==> config.mk <==
export PLATFORM = sky130hd
export DESIGN_NAME = data_format_gearbox
export DESIGN_NICKNAME = d
export VERILOG_FILES = /design/src/rtl/data_format_pkg.sv /design/src/rtl/data_fifo_sync.sv /design/src/rtl/data_format_gearbox.sv
export SDC_FILE = /design/constraint.sdc
export NUM_CORES = 1
export LEC_CHECK = 0
export BUFFER_PORTS_ARGS = -buffer_cell sky130_fd_sc_hd__buf_2
export CAP_MARGIN = 20
export CORE_ASPECT_RATIO = 1.4
export CORE_MARGIN = 1
export CORE_UTILIZATION = 45
export CTS_CLUSTER_DIAMETER = 60
export DETAILED_ROUTE_END_ITERATION = 10
export GPL_ROUTABILITY_DRIVEN = 1
export HOLD_SLACK_MARGIN = 0.15
export MAX_ROUTING_LAYER = met4
export PLACE_DENSITY_LB_ADDON = 0.1
export SLEW_MARGIN = 20
export SYNTH_ARGS = -nofsm -noshare
export SYNTH_HDL_FRONTEND = slang
export SYNTH_SLANG_ARGS = --single-unit
==> constraint.sdc <==
create_clock -name clk -period 2.7 [get_ports clk]
set_clock_uncertainty 0.2 [all_clocks]
set_input_delay 0.27 -clock clk [delete_from_list [all_inputs] [get_ports clk]]
set_output_delay 0.27 -clock clk [all_outputs]
set_load 0.02 [all_outputs]
==> src/rtl/data_format_pkg.sv <==
// Shared sizing helpers and slice-order selection for the data format gearbox.
package data_format_pkg;

  // Number of output slices per input word; zero marks an illegal width pair.
  function automatic int unsigned calc_ratio(input int unsigned di_w, input int unsigned do_w);
    return (do_w == 0) ? 0 : di_w / do_w;
  endfunction

  function automatic int unsigned calc_cw(input int unsigned depth);
    return $clog2(depth + 1);
  endfunction

  function automatic int unsigned calc_iw(input int unsigned ratio);
    return (ratio > 1) ? $clog2(ratio) : 1;
  endfunction

  // Maps the emission index k to the physical slice position inside the word.
  function automatic int unsigned slice_sel(input int unsigned k, input int unsigned ratio,
                                            input bit msb_first);
    return msb_first ? (ratio - 1 - k) : k;
  endfunction

endpackage

==> src/rtl/data_fifo_sync.sv <==
// Single-clock FIFO with first-word-fall-through head and occupancy count.
module data_fifo_sync
  import data_format_pkg::*;
#(
  parameter int unsigned WIDTH = 64,
  parameter int unsigned DEPTH = 4
) (
  input  logic                      clk,
  input  logic                      reset_n,
  input  logic                      wr_en,
  input  logic [WIDTH-1:0]          wr_data,
  input  logic                      rd_en,
  output logic [WIDTH-1:0]          rd_data,
  output logic [calc_cw(DEPTH)-1:0] count,
  output logic                      empty,
  output logic                      full
);

  localparam int unsigned AW = $clog2(DEPTH);
  localparam int unsigned CW = calc_cw(DEPTH);

  logic [WIDTH-1:0] mem_q [DEPTH];
  logic [AW-1:0]    wr_ptr_q, wr_ptr_d;
  logic [AW-1:0]    rd_ptr_q, rd_ptr_d;
  logic [CW-1:0]    count_q, count_d;
  logic             wr_ok, rd_ok;

  assign empty   = (count_q == '0);
  assign full    = (count_q == CW'(DEPTH));
  assign count   = count_q;
  assign rd_data = mem_q[rd_ptr_q];
  assign wr_ok   = wr_en & ~full;
  assign rd_ok   = rd_en & ~empty;

  // Pointers wrap naturally because DEPTH is a power of two.
  always_comb begin
    wr_ptr_d = wr_ptr_q;
    rd_ptr_d = rd_ptr_q;
    count_d  = count_q;
    if (wr_ok) wr_ptr_d = wr_ptr_q + AW'(1);
    if (rd_ok) rd_ptr_d = rd_ptr_q + AW'(1);
    case ({wr_ok, rd_ok})
      2'b10:   count_d = count_q + CW'(1);
      2'b01:   count_d = count_q - CW'(1);
      default: count_d = count_q;
    endcase
  end

  always_ff @(posedge clk) begin
    if (!reset_n) begin
      wr_ptr_q <= '0;
      rd_ptr_q <= '0;
      count_q  <= '0;
    end else begin
      wr_ptr_q <= wr_ptr_d;
      rd_ptr_q <= rd_ptr_d;
      count_q  <= count_d;
    end
  end

  // Storage is intentionally left out of reset.
  always_ff @(posedge clk) begin
    if (wr_ok) mem_q[wr_ptr_q] <= wr_data;
  end

endmodule

==> src/rtl/data_format_gearbox.sv <==
// Wide-to-narrow gearbox: buffers input words and emits them as DO_WIDTH slices.
module data_format_gearbox
  import data_format_pkg::*;
#(
  parameter int unsigned DI_WIDTH  = 64,
  parameter int unsigned DO_WIDTH  = 32,
  parameter int unsigned DEPTH     = 4,
  parameter bit          MSB_FIRST = 1'b0
) (
  input  logic                      clk,
  input  logic                      reset_n,
  input  logic [DI_WIDTH-1:0]       data_in,
  input  logic                      din_vd,
  output logic                      din_rdy,
  output logic [DO_WIDTH-1:0]       data_out,
  output logic                      dout_vd,
  input  logic                      dout_rdy,
  output logic [calc_cw(DEPTH)-1:0] level,
  output logic                      ovf_err
);

  localparam int unsigned RATIO = calc_ratio(DI_WIDTH, DO_WIDTH);
  localparam int unsigned CW    = calc_cw(DEPTH);
  localparam int unsigned IW    = calc_iw(RATIO);
  localparam int unsigned DO_NZ = (DO_WIDTH == 0) ? 1 : DO_WIDTH;

  if (DO_WIDTH == 0 || DI_WIDTH == 0 || (DI_WIDTH % DO_NZ) != 0) begin : g_bad_width
    $error("data_format_gearbox: DI_WIDTH must be a nonzero multiple of DO_WIDTH");
  end
  if (DEPTH < 2 || (DEPTH & (DEPTH - 1)) != 0) begin : g_bad_depth
    $error("data_format_gearbox: DEPTH must be a power of two, at least 2");
  end

  logic [DI_WIDTH-1:0]           head;
  logic                          fifo_empty, fifo_full;
  logic                          push, pop, xfer, last;
  logic [DI_WIDTH-1:0]           word_q, word_d;
  logic [IW-1:0]                 idx_q, idx_d;
  logic                          loaded_q, loaded_d;
  logic [DO_WIDTH-1:0]           data_out_q, data_out_d;
  logic                          ovf_q, ovf_d;
  logic [IW-1:0]                 sel;
  logic [RATIO-1:0][DO_WIDTH-1:0] word_slices;

  assign din_rdy  = ~fifo_full;
  assign push     = din_vd & din_rdy;
  assign dout_vd  = loaded_q;
  assign data_out = data_out_q;
  assign ovf_err  = ovf_q;

  data_fifo_sync #(
    .WIDTH (DI_WIDTH),
    .DEPTH (DEPTH)
  ) u_fifo (
    .clk     (clk),
    .reset_n (reset_n),
    .wr_en   (push),
    .wr_data (data_in),
    .rd_en   (pop),
    .rd_data (head),
    .count   (level),
    .empty   (fifo_empty),
    .full    (fifo_full)
  );

  // Output stage: refill on the final slice so back-to-back words leave no bubble.
  always_comb begin
    xfer     = loaded_q & dout_rdy;
    last     = (idx_q == IW'(RATIO - 1));
    pop      = ~fifo_empty & (~loaded_q | (xfer & last));
    word_d   = word_q;
    idx_d    = idx_q;
    loaded_d = loaded_q;
    if (pop) begin
      word_d   = head;
      idx_d    = '0;
      loaded_d = 1'b1;
    end else if (xfer) begin
      if (last) loaded_d = 1'b0;
      else      idx_d    = idx_q + IW'(1);
    end
    word_slices = word_d;
    sel         = IW'(slice_sel(32'(idx_d), RATIO, MSB_FIRST));
    data_out_d  = word_slices[sel];
    ovf_d       = ovf_q | (din_vd & ~din_rdy);
  end

  always_ff @(posedge clk) begin
    if (!reset_n) begin
      word_q     <= '0;
      idx_q      <= '0;
      loaded_q   <= 1'b0;
      data_out_q <= '0;
      ovf_q      <= 1'b0;
    end else begin
      word_q     <= word_d;
      idx_q      <= idx_d;
      loaded_q   <= loaded_d;
      data_out_q <= data_out_d;
      ovf_q      <= ovf_d;
    end
  end

endmodule

==> metrics.md, run 1 <==
| Metric | Value |
|---|---|
| Area share of the largest cell type after synthesis | 57.5% |
| R2R Setup Slk | 0.22 ns |
| WL/cell | 21.2 um |
| First-pass GRT wire length | 44500 um |
| Synth cell types | 37 |
| Final min period | 2.48 ns |
| CTS buffer count | 36 |
| Clock slew at reported path FFs | 0.06 ns |
| Critical Path Fanout Max | 7 |
| Setup TNS | 0 ns |
| Count leader, synth | edfxtp_1 |
| Inst Count DP | 1210 |
| Die area | 0.0304 mm2 |
| Setup ws final | 0.222 ns |
| Post-layout nets | 1011 |
| CP Depth | 8 |
| Top post-synthesis cells by area | edfxtp_1, dfxtp_1, mux4_2 |
| Initial antenna violation count | 1 |
| CP endpoint kind | register |
| Sink Count | 364 |
| Max-slew violations | 0 |
| Pre-antenna DRT Iters | 4 |
| Largest delay share family, worst path | simple AND/OR/NAND/NOR gates |
| DP Wirelength | 16200 um |
| Routed Antenna Nets | 0 |
| DRC | 0 |
| Synth cell count leaders | edfxtp_1, dfxtp_1, nand2_1 |
| # Post-CTS Setup Buffers | 0 |
| Number of enable flip-flop cells after synthesis | 256 |
| Largest net degree at the start of global routing | 71 |
| Core area | 0.0292 mm2 |
| Post-Synthesis Cells | 757 |
| Unrepaired setup endpoints after global routing | false |
| Mapped Area | 0.0134 mm2 |
| Port bufs | 105 |
| YS warnings | 0 |
| Lkg Pwr | 0.00566 uW |
| WS Path Type | reg -> reg |
| Post_cts resized | 0 |
| DP Worst Slack | 0.226 ns |
| Total track usage | 20.1% |
| Max-cap violations | 0 |
| Final setup viols | 0 |
| Fmax | 404 MHz |
| Syn_nets | 831 |
| Vias | 7296 |
| Slew margin rel. | 37.1% |
| Chip height | 206 um |
| Site row count | 74 |
| Vias per inst | 5.43 |
| H-Tree Depth | 2 |
| Clk buf depth | 3 |
| R2r worst-path depth | 8 |
| Critical path's slowest cell | or3_2 |
| Area Overhead vs Synth | 20.9% |
| Initial Util | 45.8% |
| CTS tree | yes |
| Final Cycle Share | 91.8% |
| Gpl congestion | 0.732 |
| Share of layout cells above drive strength 1 | 26.9% |
| Vias in the first global route | 7827 |
| Total global routing overflow | 0 |
| Final cell count without fillers | 1344 |
| Worst Tran Pin Value | 0.943 ns |
| Seq/Total Area, Yosys | 73.7% |
| Total power | 16700 uW |
| Worst path buffer plus inverter count | 1 |
| Routed wire length | 28500 um |
| #FFs+latches synth | 364 |
| VDD IR-drop max | 0.000630 V |
| Cell taking the most area after synthesis | edfxtp_1 |
| Cell Pwr Density | 1040 mW/mm2 |
| Starting DRT DRC Count | 412 |
| Async SR Flop Fraction | 0% |
| Crit-path max cell delay | 0.40 ns |
| Clock root buffer | clkbuf_16 |
| Status | finished clean |
| Crit path launch type | register |
| CTS Hold Buffers Added | 68 |
| Syn Area/Cell | 17.7 um2 |
| Fin util | 55.4% |
| Worst path required time | 2.93 ns |
| Die X | 148 um |
| Final hold vios | 0 |
| Synth Flop Type | edfxtp_1 |
| Top Ports | 106 |
| CP Data Arrival Time | 2.71 ns |
| Worst min-delay path class | reg -> reg |
| Hold Path Depth | 2 |
| CP Cell Sequence | or3b_1 -> nand2_1 -> ha_1 -> inv_1 -> fa_1 -> xor2_1 -> or3_2 -> a21oi_1 |
| Clock latency at the later pin of the worst-skew pair | 0.52 ns |
==> final cells by class <==
cell class                 count  area, um2
fill                        2341      13000
sequential                   364       9860
multi-input combinational    334       3210
timing repair buffer         194       1440
clock buffer                  54       1060
tap                          380        475
clock inverter                10       75.1
inverter                       7       26.3
antenna                        1       2.50
==> through the flow <==
step	hold WS (ns)	cell area [um2]
2_1_floorplan	0.169	13400
3_3_place_gp	0.235	14300
3_5_place_dp	0.240	14300
4_1_cts	0.250	16100
5_1_grt	0.261	16100
6_report	0.246	16100
==> logic make-up (layout without fill, tap and decap cells) <==
group / Yosys count / in the layout / share of synthesized area (%)
AOI/OAI and AO/OA: 114 / 114 / 5.42
xor gates and xnor gates: 2 / 2 / 0.131
adders and majority gates: 6 / 6 / 0.618
buffers and inverters: 59 / 265 / 2.60
DFF: 364 / 364 / 73.7
muxes: 96 / 96 / 13.2
other: 0 / 1 / 0
and+or+nand+nor: 116 / 116 / 4.30
==> path summary, 6_finish.rpt <==
path,start,to
setup / recovery,u_fifo.count[2]$_SDFFE_PN0P_,u_fifo.count[2]$_SDFFE_PN0P_
hold / removal,word_q[26]$_SDFF_PN0_,word_q[26]$_SDFF_PN0_
setup reg to reg,u_fifo.count[2]$_SDFFE_PN0P_,u_fifo.count[2]$_SDFFE_PN0P_
hold reg to reg,word_q[26]$_SDFF_PN0_,word_q[26]$_SDFF_PN0_
==> registers in the layout (all words and copies together), names as in the netlist, named ones only <==
| name | cells |
|---|---|
| dout_vd | 1 |
| u_fifo.count | 3 |
| u_fifo.mem_q | 256 |
| u_fifo.rd_ptr_q | 2 |
| u_fifo.wr_ptr_q | 2 |
| data_out | 32 |
| ovf_err | 1 |
| word_q | 64 |
| idx_q | 1 |
==> worst reg2reg max path: cells and delay by family (launching register included) <==
family	cells	cell delay (ns)
adder cells (fa/ha/maj)	2	0.55
XOR/XNOR	1	0.15
buffers and inverters	1	0.06
flip-flops	1	0.39
AO/OA/AOI/OAI	1	0.16
AND/OR/NAND/NOR	3	0.87
==> cell usage in the layout, fill, tap and decap left out, types with 3 or more instances in the layout <==
| master | n |
|---|---|
| ha_1 | 5 |
| nand4_1 | 32 |
| clkbuf_16 | 38 |
| clkinv_2 | 5 |
| o21ai_0 | 5 |
| buf_12 | 4 |
| o2bb2ai_1 | 32 |
| clkbuf_8 | 5 |
| buf_2 | 104 |
| a21oi_1 | 6 |
| dfxtp_1 | 104 |
| nand2_1 | 65 |
| edfxtp_1 | 256 |
| dlygate4sd3_1 | 68 |
| clkbuf_1 | 11 |
| nor2_1 | 4 |
| and3_4 | 4 |
| mux4_2 | 63 |
| o21ai_1 | 61 |
| clkinv_1 | 3 |
| inv_1 | 7 |
| mux2i_1 | 32 |
| nand3_1 | 3 |
| buf_4 | 17 |
==> metal layers <==
metal	share of wire, %	up-vias	routed length, um	track usage (%)
met5	0	-	0	-
met4	2.2	0	631	6.08
met3	3.9	42	1110	3.16
met2	52	171	14700	34.0
met1	42	3754	12100	25.0
li1	-	3329	-	-
==> power by group <==
group / internal, uW / leakage [uW] / switching [uW] / total, uW
sequential: 7160 / 0.00324 / 527 / 7690
combinational: 1650 / 0.00186 / 2590 / 4240
clock: 2810 / 0.000560 / 1990 / 4800
Note: power is estimated with default switching activity, not from simulation.
==> inputs of run 2 (changes only) <==
- CORE_MARGIN: 1 -> 2
==> metrics.md, run 2 (synthesis gave the netlist of run 1 again) <==
| Metric | Value |
|---|---|
| Status | finished clean |
| Site row count | 74 (unchanged) |
| H-Tree Depth | 2 (unchanged) |
| Largest net degree at the start of global routing | 81 (+14%) |
| Sink Count | 364 (unchanged) |
| Chip height | 208 um (+0.97%) |
| CP endpoint kind | register |
| Total track usage | 19.3% (-0.78 points) |
| Final cell count without fillers | 1346 (+0.15%) |
| Routed wire length | 28500 um (about the same) |
| CP Data Arrival Time | 2.77 ns (+0.06 ns) |
| Vias | 7351 (+0.75%) |
| Initial Util | 45.8% (unchanged) |
| Core area | 0.0292 mm2 (unchanged) |
| VDD IR-drop max | 0.000736 V (+17%) |
| Die X | 150 um (+1.4%) |
| Crit path launch type | register |
| Post_cts resized | 0 (unchanged) |
| Placed Area | 0.0144 mm2 (+0.98%) |
| Final Cycle Share | 94.1% (+2.4 points) |
| WS Path Type | reg -> reg |
| Clock latency at the later pin of the worst-skew pair | 0.53 ns (about the same) |
| Initial antenna violation count | 1 (unchanged) |
| First-pass GRT wire length | 44400 um (-0.36%) |
| Area Overhead vs Synth | 21.9% |
| CTS Hold Buffers Added | 68 (unchanged) |
| Routed Antenna Nets | 0 (unchanged) |
| WL/cell | 21.2 um (-0.22%) |
| Share of layout cells above drive strength 1 | 27.6% (+0.67 points) |
| Port bufs | 105 (unchanged) |
| Inst Count DP | 1212 (+0.17%) |
| Worst min-delay path class | reg -> reg |
| Final min period | 2.54 ns (+0.0637 ns) |
| Clock slew at reported path FFs | 0.06 ns (about the same) |
| Worst path required time | 2.93 ns (about the same) |
| Pre-antenna DRT Iters | 4 (unchanged) |
| Final setup viols | 0 (unchanged) |
| Vias in the first global route | 7832 (+0.064%) |
| Vias per inst | 5.46 (+0.60%) |
| Unrepaired setup endpoints after global routing | false |
| Final instance area | 0.0163 mm2 (+0.82%) |
| Most frequent cells in the layout | edfxtp_1, dfxtp_1, buf_2 |
| Max-cap violations | 0 (unchanged) |
| Max-slew violations | 0 (unchanged) |
| DP Worst Slack | 0.194 ns (-0.0319 ns) |
| Cell Pwr Density | 1030 mW/mm2 (-0.28%) |
| Clk buf depth | 3 (unchanged) |
| Gpl congestion | 0.724 (-1.1%) |
| Lkg Pwr | 0.00571 uW (+0.87%) |
| Commonest non-fill, non-tap cell in the layout | edfxtp_1 |
| Slew margin rel. | 36.8% (-0.38 points) |
| Fill cells | 2303 (-1.6%) |
| Minimum hold slack | 0.249 ns (+0.00230 ns) |
| Largest register FFs | 256 (unchanged) |
| CTS tree | yes |
| Fmax | 393 MHz (-2.5%) |
| Critical Path Fanout Max | 7 (unchanged) |
| Final hold vios | 0 (unchanged) |
| Setup ws final | 0.158 ns (-0.0638 ns) |
| Die area | 0.0311 mm2 (+2.3%) |
| DRC | 0 (unchanged) |
| # Post-CTS Setup Buffers | 0 (unchanged) |
| Largest Register | u_fifo.mem_q |
| Post-layout nets | 1012 (+0.099%) |
| Setup TNS | 0 ns (unchanged) |
| Starting DRT DRC Count | 509 (+24%) |
| CTS buffer count | 36 (unchanged) |
| Total global routing overflow | 0 (unchanged) |
| Top Ports | 106 (unchanged) |
| Clock root buffer | clkbuf_16 |
| Worst Tran Pin Value | 0.949 ns (+0.00565 ns) |
| DP Wirelength | 16200 um (about the same) |
## run 2: per-layer routing
metal / track usage (%) / up-vias / share of wire [%]
met2: 32.6 / 177 / 52
li1: - / 3346 / -
met4: 5.75 / 0 / 2.1
met1: 24.0 / 3780 / 42
met5: - / - / 0
met3: 3.03 / 48 / 4.0
## run 2: critical path, stage by stage (launching register included)
cell,delay (ns)
dfxtp_2,0.40
or3b_1,0.40
nand2_1,0.10
ha_1,0.18
inv_1,0.06
fa_1,0.37
xor2_1,0.16
or3_2,0.41
a21oi_1,0.17
## run 2: power by group
part           switching, uW  internal (uW)
registers                516           7150
clock network           2050           2820
logic                   2590           1700
total                   5150          11700
## run 2: final timing paths
kind                                start                           end  slack, ns  cells after the start
max          u_fifo.count[2]$_SDFFE_PN0P_  u_fifo.count[2]$_SDFFE_PN0P_       0.16                      8
min                  word_q[9]$_SDFF_PN0_          word_q[9]$_SDFF_PN0_       0.25                      2
max reg2reg  u_fifo.count[2]$_SDFFE_PN0P_  u_fifo.count[2]$_SDFFE_PN0P_       0.16                      8
min reg2reg          word_q[9]$_SDFF_PN0_          word_q[9]$_SDFF_PN0_       0.25                      2
## run 2: metrics by stage
step / total power (uW) / utilization (%)
floorplan: 10600 / -
global placement: 11900 / 49.5
detailed placement: 12100 / 49.5
CTS: 17000 / 55.8
global route: 17600 / 55.8
finish: 16800 / 55.8
## run 2: area by class of cell
class,count,area (um2),share of cell area (%)
antenna,1,2.50,0.0154
clock buffer,52,1050,6.46
clock inverter,13,104,0.638
inverter,7,26.3,0.161
multi-input combinational,334,3210,19.7
sequential,364,9860,60.6
tap,380,475,2.92
timing repair buffer,195,1550,9.51
